$ cat src/rtl/decode_arbiter.sv
`default_nettype none
// ============================================================================
//  Module   : decode_arbiter
//  Purpose  : N-channel round-robin arbiter feeding a FifoDepth-entry
//             first-word-fall-through queue for decode stage three.
//             Define DECODE_ARB_FIXED_PRIO_EN for fixed lowest-index priority
//             (no round-robin pointer is built in that case).
//  Revision : 1.0 - initial release
// ============================================================================
module decode_arbiter #(
    parameter int NumChannels    = 4,
    parameter int PayloadWidth   = 256,
    parameter int FifoDepth      = 4,
    parameter int ChannelIdWidth = $clog2(NumChannels),
    parameter int CountWidth     = $clog2(FifoDepth) + 1
) (
    input  logic                                clock_i,
    input  logic                                reset_i,
    input  logic [NumChannels-1:0]              valid_i,
    output logic [NumChannels-1:0]              ready_o,
    input  logic [NumChannels*PayloadWidth-1:0] payload_i,
    input  logic                                flush_i,
    output logic                                valid_o,
    input  logic                                ready_i,
    output logic [PayloadWidth-1:0]             payload_o,
    output logic [ChannelIdWidth-1:0]           channel_o,
    output logic [CountWidth-1:0]               count_o
);

    localparam int                    c_PTR_W = $clog2(FifoDepth);
    localparam logic [CountWidth-1:0] c_FULL  = CountWidth'(FifoDepth);

    logic [PayloadWidth-1:0]   r_mem_pay  [FifoDepth];
    logic [ChannelIdWidth-1:0] r_mem_chan [FifoDepth];
    logic [c_PTR_W-1:0]        r_wr;
    logic [c_PTR_W-1:0]        r_rd;
    logic [CountWidth-1:0]     r_count;

    logic                      w_found;
    logic [ChannelIdWidth-1:0] w_winner;
    logic                      w_space;
    logic                      w_push;
    logic                      w_pop;

`ifndef DECODE_ARB_FIXED_PRIO_EN
    logic [ChannelIdWidth-1:0] r_rr;
    logic [ChannelIdWidth-1:0] w_next_rr;
    logic [ChannelIdWidth:0]   w_rr_inc;
`endif

    // Find the first requesting channel, scanning upward from the search start.
    always_comb begin : search
        logic [ChannelIdWidth:0]   v_sum;
        logic [ChannelIdWidth-1:0] v_idx;
        v_sum    = '0;
        v_idx    = '0;
        w_found  = 1'b0;
        w_winner = '0;
        for (int k = 0; k < NumChannels; k++) begin
`ifdef DECODE_ARB_FIXED_PRIO_EN
            v_sum = (ChannelIdWidth+1)'(k);
`else
            // Sum is one bit wider so the wrap works for non-power-of-two counts.
            v_sum = {1'b0, r_rr} + (ChannelIdWidth+1)'(k);
            if (v_sum >= (ChannelIdWidth+1)'(NumChannels)) begin
                v_sum = v_sum - (ChannelIdWidth+1)'(NumChannels);
            end
`endif
            v_idx = v_sum[ChannelIdWidth-1:0];
            if (!w_found && valid_i[v_idx]) begin
                w_found  = 1'b1;
                w_winner = v_idx;
            end
        end
    end

`ifndef DECODE_ARB_FIXED_PRIO_EN
    // Pointer after the winner, wrapping at NumChannels.
    always_comb begin
        w_rr_inc  = {1'b0, w_winner} + (ChannelIdWidth+1)'(1);
        w_next_rr = w_rr_inc[ChannelIdWidth-1:0];
        if (w_rr_inc == (ChannelIdWidth+1)'(NumChannels)) begin
            w_next_rr = '0;
        end
    end
`endif

    // No pass-through on full: ready never depends on the downstream ready.
    assign w_space = (r_count != c_FULL);
    assign ready_o = (w_found && w_space && !flush_i && reset_i)
                   ? (NumChannels'(1) << w_winner) : '0;
    assign w_push  = |(valid_i & ready_o);
    assign w_pop   = (r_count != '0) && ready_i && !flush_i;

    assign valid_o   = (r_count != '0);
    assign payload_o = r_mem_pay[r_rd];
    assign channel_o = r_mem_chan[r_rd];
    assign count_o   = r_count;

    // Queue storage, pointers, occupancy and arbitration pointer.
    always_ff @(posedge clock_i or negedge reset_i) begin
        if (!reset_i) begin
            r_count <= '0;
            r_wr    <= '0;
            r_rd    <= '0;
`ifndef DECODE_ARB_FIXED_PRIO_EN
            r_rr    <= '0;
`endif
            for (int i = 0; i < FifoDepth; i++) begin
                r_mem_pay[i]  <= '0;
                r_mem_chan[i] <= '0;
            end
        end else if (flush_i) begin
            // Flush drops the queue but keeps the fairness pointer.
            r_count <= '0;
            r_wr    <= '0;
            r_rd    <= '0;
        end else begin
            if (w_push) begin
                r_mem_pay[r_wr]  <= payload_i[w_winner*PayloadWidth +: PayloadWidth];
                r_mem_chan[r_wr] <= w_winner;
                r_wr             <= r_wr + c_PTR_W'(1);
`ifndef DECODE_ARB_FIXED_PRIO_EN
                r_rr             <= w_next_rr;
`endif
            end
            if (w_pop) begin
                r_rd <= r_rd + c_PTR_W'(1);
            end
            case ({w_push, w_pop})
                2'b10:   r_count <= r_count + CountWidth'(1);
                2'b01:   r_count <= r_count - CountWidth'(1);
                default: r_count <= r_count;
            endcase
        end
    end

endmodule
`default_nettype wire

$ cat config.mk
export PLATFORM = sky130hd
export DESIGN_NAME = decode_arbiter
export DESIGN_NICKNAME = d
export VERILOG_FILES = /design/src/rtl/decode_arbiter.sv
export SDC_FILE = /design/constraint.sdc
export NUM_CORES = 1
export LEC_CHECK = 0
export BUFFER_PORTS_ARGS = -buffer_cell sky130_fd_sc_hd__buf_2
export CORE_AREA = 2 2 502 504
export CTS_BUF_LIST = sky130_fd_sc_hd__clkbuf_16
export DETAILED_ROUTE_END_ITERATION = 16
export DIE_AREA = 0 0 504 506
export PLACE_DENSITY = 0.43
export SYNTH_ARGS = -nofsm -noshare
export SYNTH_HDL_FRONTEND = slang
export SYNTH_SLANG_ARGS = --single-unit
$ cat constraint.sdc
create_clock -name clock_i -period 4.64 [get_ports clock_i]
set_clock_uncertainty 0.05 [all_clocks]
set_input_delay 1.16 -clock clock_i [delete_from_list [all_inputs] [get_ports clock_i]]
set_output_delay 1.16 -clock clock_i [all_outputs]
set_load 0.05 [all_outputs]
# After elaboration in Yosys (flattened, before gate mapping)
# Index checks and enable logic that the tools add are counted.
word_totals:
  regBits: 1041
  latch_bits: 0
  mem_bits_rw: 0
  mem_bits_ro: 0
  in_bits: 1032
  out_inout_bits: 266
  elab_cells: 104
  memories: 0
classes:
  add_sub_neg: 12
  mul: 0
  div_mod_pow: 0
  n_lt_le_gt_ge: 11
  n_eq_ne: 4
  n_shift: 2
  n_mux: 40
  bitwise_logic: 4
  reduce_logical: 19
op_table:
  columns: ["operator", "n"]
  rows:
  - ["$bwmux W1024", 1]
  - ["$shiftx A1024 B11 Y256", 1]
  - ["$mux W256", 3]
  - ["$bmux W256 S2", 1]
  - ["$demux W256 S2", 1]
  - ["$mux W2", 16]
  - ["$ge A3 B3 Y1 const B", 5]
  - ["$lt A2 B3 Y1 const B", 4]
  - ["$logic_and A1 B1 Y1", 9]
  - ["$bmux W1 S2", 4]
  - ["$bwmux W8", 1]
  - ["$mux W1", 8]
  - ["$sub A2 B1 Y2 const B", 4]
  - ["$add A2 B1 Y3 const B", 2]
  - ["$add A2 B2 Y3 const B", 2]
  - ["$not A2 Y3", 2]
  - ["$pmux W3 S2", 1]
  - ["$reduce_bool A3 Y1", 2]
  - ["$add A2 B1 Y2 const B", 2]
  - ["$and A4 B4 Y4", 1]
  - ["$bmux W2 S2", 1]
  - ["$demux W2 S2", 1]
  - ["$logic_not A1 Y1", 4]
  - ["$mux W4", 1]
  - ["14 further kinds", 15]

# Logic depth before layout (Yosys ltp)
# Gate-level depths: netlist of the first run.
depth:
  ltp_word: 23
  ltp_mapped: 18
  mapped_depth_nobuf: 14

# Least setup slack after synthesis of the first run
# No wires, ideal clock.
synth_timing:
  path_type: "in2reg"
  from: "input valid_i[1]"
  to: "register r_count[2], in the netlist count_o[2]"
  setup_ns: 0.065
  arrival_time_ns: 4.325
  required_time_ns: 4.525
  slack_ns: 0.200
  stages: 16
  path_buffers: 4
  path_cell_list: "or3b_1 > a41o_1 > buf_2 > clkinv_4 > buf_6 > buf_2 > ha_1 > a32o_1 > buf_2 > o21ai_2 > nand2_1 > nor2_1 > fa_1 > or3_1 > a2111oi_0 > a211o_1"
synth_between:
  elab_chain_cells: 21
  elab_cells_between_ends: 34
  classes_between: "2 x eq/ne; 1 x shift; 19 x mux; 1 x bitwise; 11 x reduce/logical"
synth_rtl:
  columns: ["element", "line", "text"]
  rows:
  - ["start: declaration", "19", "input logic [NumChannels-1:0] valid_i,"]
  - ["$bmux W1 S2", "70", "if (!w_found && valid_i[v_idx]) begin"]
  - ["$mux W1 (not written as such)", "70", null]
  - ["$mux W1", "70", null]
  - ["$logic_not A1 Y1", "70", null]
  - ["$logic_and A1 B1 Y1", "70", null]
  - ["$mux W1", "70", null]
  - ["$logic_not A1 Y1", "70", null]
  - ["$logic_and A1 B1 Y1", "70", null]
  - ["[3 not listed]", null, null]
  - ["$mux W1", "70", null]
  - ["$logic_and A1 B1 Y1 (3 in a row)", "90", "assign ready_o = (w_found && w_space && !flush_i && reset_i)"]
  - ["$mux W4", "91", "? (NumChannels'(1) << w_winner) : '0;"]
  - ["$and A4 B4 Y4 (*)", "92", "assign w_push = |(valid_i & ready_o);"]
  - ["$reduce_or A4 Y1 (*)", "92", null]
  - ["$eq A2 B1 Y1 / $eq A2 B2 Y1 (equally long branches)", "130", "case ({w_push, w_pop})"]
  - ["$pmux W3 S2", "130", null]
  - ["$mux W3", "113", "end else if (flush_i) begin"]
  - ["end signal: assignment", "131", "2'b10: r_count <= r_count + CountWidth'(1);"]
  - ["end signal: assignment", "132", "2'b01: r_count <= r_count - CountWidth'(1);"]
  - ["end signal: assignment", "133", "default: r_count <= r_count;"]
  - ["end: declaration", "37", "logic [CountWidth-1:0] r_count;"]
# Every way passes the cells marked *; elsewhere a longest branch is shown, timed or not. The select of a mux whose other input is x is not followed.
# A chain may end at the register's enable or synchronous reset.

# Final worst setup path of the first run
layout_timing:
  from: "register r_rd[0]"
  to: "output payload_o[5]"
layout_between:
  elab_chain_cells: 4
layout_rtl:
  columns: ["element", "line", "text"]
  rows:
  - ["start: declaration", "36", "logic [c_PTR_W-1:0] r_rd;"]
  - ["start signal: assignment", "128", "r_rd <= r_rd + c_PTR_W'(1);"]
  - ["$not A2 Y3 (not written as such)", "96", "assign payload_o = r_mem_pay[r_rd];"]
  - ["$bmux W256 S2", "96", null]
  - ["$mux W256 (not written as such) (2 in a row)", "96", null]
  - ["end: declaration", "25", "output logic [PayloadWidth-1:0] payload_o,"]
# Every way passes these cells. The select of a mux whose other input is x is not followed.

==> summary.txt, run 1 <==
Global route
  – Largest net degree at the start of global routing: 166
  – Vias in the first global route: 42800
  – Grt ovf: 0
  – Initial antenna violation count: 51
  – Global-route wire length before repair: 312 mm
  – GRT Total Usage: 16.6%

Placed design
  – Inst Count DP: 8820
  – Gp weighted congestion: 1.02
  – Place WS: 84.9 ps
  – IO Port Bufs: 1297
  – Dpl hpwl: 168 mm

Yosys
  – Mux contribution to synthesized area: 32.1%
  – Async set-reset flop share out of synthesis: 100%
  – Post-synthesis xor/xnor area fraction: 0.0485%
  – Synthesized instance count: 4307
  – Most common cell in the netlist: dfrtp_1
  – Commonest cells in the netlist: 1041 x dfrtp_1, 1039 x nand2_1, 963 x mux2_2, 259 x and3_1, 258 x mux4_2
  – Syn Area/Cell: 12.6 sq um
  – Adder-cell share of the synthesized area: 0.152%
  – Yosys warnings: 0
  – Synth area leaders: dfrtp_1 48%, mux2_2 20%, mux4_2 11%
  – Unique masters post-synth: 43
  – Largest family of logic cells by synthesized area: multiplexers
  – EDFF count, synth: 0
  – Area share of the largest cell type after synthesis: 48.1%
  – Synth Register Bits: 1041
  – Net count after synthesis: 5345
  – Fraction of the yosys area taken by sequential cells: 48.1%
  – Synthesized cell area: 54200 sq um
  – Compound-Gate Fraction of Synth Area: 5.75%
  – Area leader, netlist: dfrtp_1
  – Top_reg_cell synth: dfrtp_1
  – Area fraction in and, or, nand and nor cells after synthesis: 10.5%

Run
  – Max-cap violations: 0

Worst setup path
  – CP peak stage delay: 750 ps
  – Crit-path slowest cell: dfrtp_4
  – Worst Path Required: 3430 ps
  – Startpoint Class: register
  – WS Path Type: reg -> out
  – Arr. time, crit path: 3030 ps
  – CP Capture Type: output port
  – CP Max Fanout: 19
  – Critical path, cell by cell: buf_4 > mux4_2 > buf_2

STA
  – Slew at the pin closest to its max-slew limit: 1040 ps
  – RSZ-0062 raised after global routing: no
  – Max Fclk: 236 MHz
  – Period utilisation layout: 91.4%
  – Final Hold Vio Count: 0
  – Tmin final: 4240 ps
  – TNS Setup: 0 ps
  – Slew Viols, Final: 0
  – Setup ws final: 400 ps
  – Slew headroom: 30.5%
  – # setup viols final: 0

Floorplanning
  – Die ar.: 255000 sq um
  – I/O pin cnt: 1298
  – Initial core utilization: 21.7%
  – Core area: 250000 sq um
  – Die Span X: 504 um
  – Die Y: 506 um
  – FP Rows: 184

Pwr
  – Worst vdd ir: 497 uV
  – Internal: 28500 uW
  – Comb pwr share: 52.9%
  – Sw frac: 45.4%
  – Static leakage: 0.0326 uW
  – Clock power frac: 18.1%
  – NetSw: 23700 uW
  – PD cells: 751 nW/um^2
  – Reg power frac: 29.0%

CTS
  – Clk_lat worst skew: 770 ps
  – Clock Pin Slew Worst Setup and Hold Paths: 60 ps
  – CTS max path bufs: 3
  – Hold Buf Count CTS: 0
  – CTS resizes: 0
  – H-tree lvl count: 3
  – Sink Count: 1041
  – CTS tree: yes
  – Post-CTS setup buffer count: 0
  – CTS root buffer: clkbuf_16
  – CTS Buf Count: 120

Final layout
  – Number of nets in the layout: 6632
  – Layout cell share with drive strength beyond 1: 54.7%
  – Layout Area Growth over Synthesis: 28.3%
  – Layout Cells excl Fill: 9063

Route
  – Number of routed nets with antenna violations: 0
  – Drt initial violations: 2247
  – DR WL/cell: 23.9 um
  – WL final: 217 mm
  – DRC viols: 0
  – Total number of vias: 41000
  – DR vias/cell: 4.52
  – Count of TritonRoute iterations in the first routing pass: 8

Hold path
  – Worst hold-check path type: reg -> reg

Status
  – Outcome: finished, final reports clean
[area by class of cell]
type | instances | area [sq um]
Multi-Input combinational cell | 2912 | 26300
Antenna cell | 20 | 50.0
Inverter | 7 | 60.1
Tap cell | 3348 | 4190
Sequential cell | 1041 | 26100
Clock buffer | 122 | 3050
Fill cell | 26200 | 180000
Timing Repair Buffer | 1512 | 8960
Clock inverter | 101 | 872
[metal layers]
metal	wire (um)	part of all wire, %	vias to the layer above	global-route usage (%)
met1	93300	43	21200	21.2
met4	7230	3.3	14	5.62
met3	13100	6.1	289	3.64
li1	-	-	18100	-
met5	99	0.046	-	0
met2	103000	48	1399	27.6
[power groups by stage]
stage               Sequential (uW)  Clock (uW)  Combinational, uW
floorplan                     14500           0              19300
global placement              15100           0              27900
detailed placement            15300           0              28200
CTS                           15100        9850              28200
global route                  15600       10300              29400
finish                        15100        9470              27600
[flip-flops by register name, summed over array words and instances (netlist names)]
register	cells
r_wr	2
count_o	3
r_mem_pay	1024
r_rd	2
r_rr	2
r_mem_chan	8
[through the flow]
step	utilization [%]	total power, uW	hold WS [ps]	cell area, sq um
floorplan	-	33800	395	54200
global placement	26.2	43000	408	65600
detailed placement	26.2	43400	416	65600
CTS	27.8	53200	406	69500
global route	27.8	55300	450	69500
finish	27.8	52200	423	69500
[cells by family after synthesis]
group | after synthesis
AND/OR/NAND/NOR | 1329
XOR/XNOR | 3
AO/OA/AOI/OAI | 289
multiplexers | 1285
buffers and inverters | 354
adder cells (fa/ha/maj) | 6
flip-flops | 1041
[final timing paths]
| check | startpoint | end | slack [ps] | depth (start not counted) |
|---|---|---|---|---|
| max | r_rd[0] | payload_o[5] | 400 | 3 |
| min | r_mem_chan[0] | r_mem_chan[0] | 420 | 2 |
| max reg2reg | r_rr[1] | count_o[2] | 890 | 13 |
| min reg2reg | r_mem_chan[0] | r_mem_chan[0] | 420 | 2 |
| max in group asynchronous | reset_i | r_mem_pay[634] | 1960 | 4 |
| min in group asynchronous | reset_i | r_mem_pay[733] | 480 | 2 |
[cell usage in the layout (no fill, tap or decap), drive strengths merged, types with 2 or more instances in the layout]
cell / synthesis / layout
buf: 264 / 1512
dfrtp: 1041 / 1041
nand2: 1039 / 1039
mux2: 1027 / 1027
and3: 259 / 259
mux4: 258 / 258
a31oi: 256 / 256
clkbuf: 83 / 122
clkinv: 1 / 54
inv: 6 / 38
diode: 0 / 20
nor2: 14 / 14
bufinv: 0 / 12
o21ai: 12 / 12
a21oi: 7 / 7
ha: 5 / 5
nand2b: 4 / 4
o211ai: 4 / 4
clkinvlp: 0 / 4
xor2: 3 / 3
or3: 3 / 3
a32o: 2 / 2
and4: 2 / 2
o22ai: 2 / 2
nand3: 2 / 2
a211o: 2 / 2
[critical path, delay by kind of cell (launching register included)]
kind	cells	cell delay, ps
mux	1	710
buf+inv	2	760
flops	1	750
Power figures use the tool's default switching activity.
==> run 2, diff against run 1 <==
REMOVE_ABC_BUFFERS = 1   (was unset)
==> run 2 against run 1 <==
Against the previous run:
- non-clock buffer count fell by 36
- die area did not move
- total power fell by 1.8%
- cell area fell by 0.94%
- cell count fell by 0.53%
- flip-flop and latch count did not move
==> summary.txt, run 2 (synthesis results as in run 1) <==
Worst setup path
  – Crit-path slowest cell: dfrtp_4
  – R2R setup slack: 1070 ps (+180 ps)
  – Reg2reg path depth: 13 (unchanged)
  – CP Capture Type: output port
  – Reg2reg end: count_o[2]
  – Startpoint Class: register
  – CP Max Fanout: 22 (+3)
  – Arr. time, crit path: 2980 ps (-50 ps)
  – CP peak stage delay: 920 ps (+170 ps)
  – Worst r2r src: r_rr[1]
  – WS Path Type: reg -> out
  – Critical path, cell by cell: buf_4 > mux4_2 > buf_2
  – Worst Path Required: 3430 ps (about the same)

CTS
  – CTS Buf Count: 121 (+0.83%)
  – Post-CTS setup buffer count: 0 (unchanged)
  – H-tree lvl count: 3 (unchanged)
  – Clock Pin Slew Worst Setup and Hold Paths: 60 ps (about the same)
  – Clk_lat worst skew: 760 ps (about the same)
  – CTS max path bufs: 3 (unchanged)
  – CTS root buffer: clkbuf_16
  – CTS tree: yes
  – Hold Buf Count CTS: 0 (unchanged)
  – Sink Count: 1041 (unchanged)
  – CTS resizes: 0 (unchanged)

Final layout
  – Number of nets in the layout: 6597 (-0.53%)
  – Layout Cells excl Fill: 9015 (-0.53%)
  – Most frequent cells in the layout: 1296 x buf_2, 1039 x nand2_1, 1039 x dfrtp_1
  – Layout cell share with drive strength beyond 1: 54.3% (-0.45 points)
  – Layout Area Growth over Synthesis: 27.1%
  – Fill cell count: 26200 (unchanged)
  – Largest Register: r_mem_pay
  – Final core occ: 27.6% (-0.26 points)
  – Max FFs per register: 1024 (unchanged)
  – Commonest non-fill, non-tap cell in the layout: buf_2

STA
  – Tmin final: 4190 ps (-54.7 ps)
  – Slew at the pin closest to its max-slew limit: 1100 ps (+54.3 ps)
  – # setup viols final: 0 (unchanged)
  – RSZ-0062 raised after global routing: no
  – TNS Setup: 0 ps (unchanged)
  – Setup ws final: 455 ps (+54.7 ps)
  – Max Fclk: 239 MHz (+1.3%)
  – Final Hold Vio Count: 0 (unchanged)
  – Slew Viols, Final: 0 (unchanged)
  – Period utilisation layout: 90.2% (-1.2 points)
  – Slew headroom: 26.9% (-3.6 points)

Pwr
  – Static leakage: 0.0322 uW (-0.99%)
  – Tot Pwr: 51300 uW (-1.8%)
  – Internal: 28100 uW (-1.6%)
  – Clock power frac: 17.9% (-0.2 points)
  – Comb pwr share: 52.7% (-0.2 points)
  – Reg power frac: 29.5% (+0.5 points)
  – NetSw: 23200 uW (-2.0%)
  – PD cells: 744 nW/um^2 (-0.84%)
  – Worst vdd ir: 439 uV (-12%)
  – Sw frac: 45.3% (-0.082 points)

Route
  – DR vias/cell: 4.44 (-1.8%)
  – DRC viols: 0 (unchanged)
  – Number of routed nets with antenna violations: 0 (unchanged)
  – Drt initial violations: 1810 (-19%)
  – DR WL/cell: 21.8 um (-9.1%)
  – Count of TritonRoute iterations in the first routing pass: 5 (-3)
  – Total number of vias: 40000 (-2.3%)
  – WL final: 196 mm (-9.5%)

Floorplanning
  – Core area: 250000 sq um (unchanged)
  – FP Rows: 184 (unchanged)
  – Die Y: 506 um (unchanged)
  – Die ar.: 255000 sq um (unchanged)
  – Initial core utilization: 21.7% (unchanged)
  – Die Span X: 504 um (unchanged)
  – I/O pin cnt: 1298 (unchanged)

Placed design
  – IO Port Bufs: 1297 (unchanged)
  – Gp weighted congestion: 0.992 (-2.7%)
  – Inst Count DP: 8784 (-0.41%)
  – Dpl hpwl: 150 mm (-11%)
  – Place WS: 318 ps (+233 ps)

Hold path
  – Worst hold-check path type: in -> async

Run
  – Max-cap violations: 0 (unchanged)

Global route
  – GRT Total Usage: 14.9% (-1.6 points)
  – Global-route wire length before repair: 288 mm (-7.8%)
  – Vias in the first global route: 42300 (-1.3%)
  – Grt ovf: 0 (unchanged)
  – Largest net degree at the start of global routing: 160 (-3.6%)
  – Initial antenna violation count: 22 (-57%)

Status
  – Outcome: finished, final reports clean
-- run 2: cell count changes in the layout (fill, tap and decap cells not counted), sizes merged --
cell | before | now
clkinvlp | 4 | 2
bufinv | 12 | 7
clkbuf | 122 | 121
inv | 38 | 36
buf | 1512 | 1476
diode | 20 | 8
clkinv | 54 | 64
-- run 2: worst max path at each step --
stage	startpoint	end	slack, ps	cells past startpoint
5_1_grt	r_rd[1]	payload_o[44]	300	3
2_1_floorplan	valid_i[3]	r_mem_pay[1001]	-17000	7
6_report	r_rd[1]	payload_o[44]	450	3
4_1_cts	r_rd[1]	payload_o[44]	250	3
3_3_place_gp	valid_i[1]	count_o[2]	220	13
3_5_place_dp	valid_i[1]	count_o[2]	320	13
-- run 2: routing by layer --
| layer | wire length, um | vias to the layer above | global-route usage [%] |
|---|---|---|---|
| met4 | 5960 | 2 | 4.88 |
| li1 | - | 18000 | - |
| met3 | 12200 | 223 | 3.52 |
| met2 | 93300 | 1223 | 24.9 |
| met5 | 14 | - | 0 |
| met1 | 84700 | 20500 | 19.0 |
-- run 2: stage by stage --
stage          hold slack (ps)  cell area [sq um]
3_3_place_gp               409              65100
2_1_floorplan              395              52400
5_1_grt                    335              68900
4_1_cts                    318              68900
6_report                   389              68900
3_5_place_dp               421              65100
-- run 2: layout make-up --
cell class / instances / area (sq um) / area share [%]
Multi-Input combinational cell: 2912 / 26300 / 38.2
Sequential cell: 1041 / 26100 / 37.8
Timing Repair Buffer: 1476 / 8470 / 12.3
Tap cell: 3348 / 4190 / 6.08
Clock buffer: 121 / 3030 / 4.40
Clock inverter: 102 / 763 / 1.11
Inverter: 7 / 60.1 / 0.0872
Antenna cell: 8 / 20.0 / 0.0291
-- run 2: worst max-delay path, delay by kind of cell, from the launching register on --
kind | cells | cell delay [ps]
mux | 1 | 450
flops | 1 | 920
buf+inv | 2 | 740
-- run 2: power by group through the flow --
stage / Sequential, uW / Combinational (uW) / Clock [uW]
after detailed placement: 15300 / 27600 / 0
after global placement: 15100 / 27300 / 0
after global routing: 15600 / 28900 / 9920
final: 15100 / 27000 / 9150
after floorplan: 14600 / 16900 / 0
after CTS: 15100 / 27600 / 9540
==> run 3, diff against run 2 <==
GPL_TIMING_DRIVEN = 0   (was unset)
REMOVE_ABC_BUFFERS = unset   (was 1)
==> run 3 against run 2 <==
Against the previous run:
- non-clock buffer count up 175
- largest power group unchanged
- critical path depth unchanged
- clock-buffer cell count unchanged
- critical path type unchanged
==> summary.txt, run 3 (synthesis results as in run 1) <==
Status
  – Outcome: finished, final reports clean

Floorplanning
  – Die ar.: 255000 sq um (unchanged)
  – Core area: 250000 sq um (unchanged)
  – I/O pin cnt: 1298 (unchanged)
  – Initial core utilization: 21.7% (unchanged)
  – Die Y: 506 um (unchanged)
  – Die Span X: 504 um (unchanged)
  – FP Rows: 184 (unchanged)

Worst setup path
  – Startpoint Class: register
  – Reg2reg path depth: 15 (+2)
  – Reg2reg end: count_o[2]
  – Crit. Startpoint: r_rd[0]
  – Arr. time, crit path: 3270 ps (+290 ps)
  – Worst r2r src: r_rr[1]
  – CP Max Fanout: 10 (-55%)
  – CP Capture Type: output port
  – Worst Path Required: 3430 ps (about the same)
  – R2R setup slack: 320 ps (-750 ps)
  – WS Path Type: reg -> out

Route
  – WL final: 251 mm (+28%)
  – Total number of vias: 42200 (+5.4%)
  – Count of TritonRoute iterations in the first routing pass: 7 (+2)
  – DRC viols: 0 (unchanged)
  – DR WL/cell: 27.2 um (+25%)
  – Number of routed nets with antenna violations: 0 (unchanged)
  – Drt initial violations: 2501 (+38%)
  – DR vias/cell: 4.58 (+3.2%)

Global route
  – Global-route wire length before repair: 350 mm (+21%)
  – Met2 global-route usage: 31.7% (+6.8 points)
  – Gr busiest metal: met2
  – GRT Total Usage: 19.1% (+4.2 points)
  – Met1 Use GR: 24.6% (+5.6 points)
  – Largest net degree at the start of global routing: 164 (+2.5%)
  – Grt ovf: 0 (unchanged)
  – Initial antenna violation count: 75 (+240%)
  – Met3 Track Usage GR: 4.04% (+0.53 points)
  – Vias in the first global route: 45200 (+6.7%)

CTS
  – CTS max path bufs: 3 (unchanged)
  – CTS Buf Count: 121 (unchanged)
  – Hold Buf Count CTS: 0 (unchanged)
  – Clk_lat worst skew: 750 ps (about the same)
  – CTS tree: yes
  – CTS root buffer: clkbuf_16
  – H-tree lvl count: 3 (unchanged)
  – Sink Count: 1041 (unchanged)
  – Clock Pin Slew Worst Setup and Hold Paths: 60 ps (about the same)

STA
  – Tmin final: 4480 ps (+293 ps)
  – Period utilisation layout: 96.5% (+6.3 points)
  – # setup viols final: 0 (unchanged)
  – Min Hold Slack: 258 ps (-131 ps)
  – Final Hold Vio Count: 0 (unchanged)
  – TNS Setup: 0 ps (unchanged)
  – RSZ-0062 raised after global routing: no
  – Slew at the pin closest to its max-slew limit: 1420 ps (+320 ps)
  – Max Fclk: 223 MHz (-6.5%)
  – Slew Viols, Final: 0 (unchanged)
  – Slew headroom: 5.58% (-21 points)

Placed design
  – Dpl hpwl: 197 mm (+32%)
  – IO Port Bufs: 1296 (-0.077%)
  – Gp weighted congestion: 1.00 (+0.81%)

Pwr
  – Worst vdd ir: 568 uV (+29%)
  – Static leakage: 0.0325 uW (+0.91%)
  – PD cells: 767 nW/um^2 (+3.0%)
  – Tot Pwr: 53200 uW (+3.7%)

Final layout
  – Fill cell count: 26400 (+0.54%)
  – Number of nets in the layout: 6772 (+2.7%)
  – Max FFs per register: 1024 (unchanged)
  – Largest Register: r_mem_pay
  – Storage cell area: 26100 sq um (about the same)
  – Area of the multi-input gates: 26300 sq um (about the same)
  – Layout Area Growth over Synthesis: 28.0%
  – Commonest non-fill, non-tap cell in the layout: buf_2
  – Most frequent cells in the layout: 1470 x buf_2, 1040 x dfrtp_1, 1039 x nand2_1
  – Layout cell share with drive strength beyond 1: 54.9% (+0.58 points)

Run
  – Max-cap violations: 0 (unchanged)

Hold path
  – Worst hold-check path type: in -> async
[run 3: changes by cell type in the layout (fill, tap and decap cells not counted), moves of 4 or more]
cell / change
buf_1: +5
buf_12: -47
buf_16: +7
buf_2: +174
buf_4: -63
buf_6: +6
bufinv_16: +4
clkbuf_1: +53
clkbuf_2: +16
clkbuf_4: +12
clkdlybuf4s15_2: +9
clkinv_1: -14
clkinvlp_4: +8
diode_2: +18
[run 3: where the power goes]
part	switching, uW	total, uW	internal, uW
Combinational	18800	28600	9790
Clock	4150	9530	5380
Sequential	1920	15100	13200
[run 3: cell type report]
cell class / count / share of cell area [%]
Antenna cell: 26 / 0.0938
Inverter: 7 / 0.0505
Clock inverter: 102 / 1.34
Buffer: 342 / 2.80
Sequential cell: 1041 / 37.6
Clock buffer: 121 / 4.37
Timing Repair Buffer: 1309 / 9.85
Tap cell: 3348 / 6.04
Multi-Input combinational cell: 2912 / 37.9
[run 3: repair_timing]
action,in CTS,in global routing
cloned,3,0
pin swaps,1,0
setup buffers,3,0
endpoints found under the setup margin,1050,3
resized for setup,102,3
[run 3: routing by layer]
| layer | wire length (um) | vias up | part of all wire [%] |
|---|---|---|---|
| li1 | - | 18400 | - |
| met1 | 108000 | 21900 | 43 |
| met2 | 119000 | 1546 | 47 |
| met3 | 15200 | 326 | 6.1 |
| met4 | 8620 | 20 | 3.4 |
| met5 | 131 | - | 0.052 |
[run 3: through the flow]
step	setup slack, ps	std cells	util (%)	area, sq um
floorplan	200	4307	-	54200
detailed placement	-1340	8958	26.0	65100
global route	15.0	9191	27.7	69300
global placement	-20970	8951	25.9	64900
finish	162	9208	27.7	69400
CTS	4.29	9182	27.7	69300
[run 3: worst max-delay path by stage]
stage	to	slack (ps)	cells past startpoint
after floorplan	count_o[2]	200	16
after global placement	r_mem_pay[624]	-20970	1
after detailed placement	r_mem_pay[919]	-1340	14
after CTS	payload_o[8]	4	3
after global routing	payload_o[8]	10	3
final	payload_o[8]	160	3
[run 3: critical path: stages (launching register included)]
cell             delay, ps
dfrtp_2                610
clkdlybuf4s15_1        820
mux4_2                 760
buf_2                  280
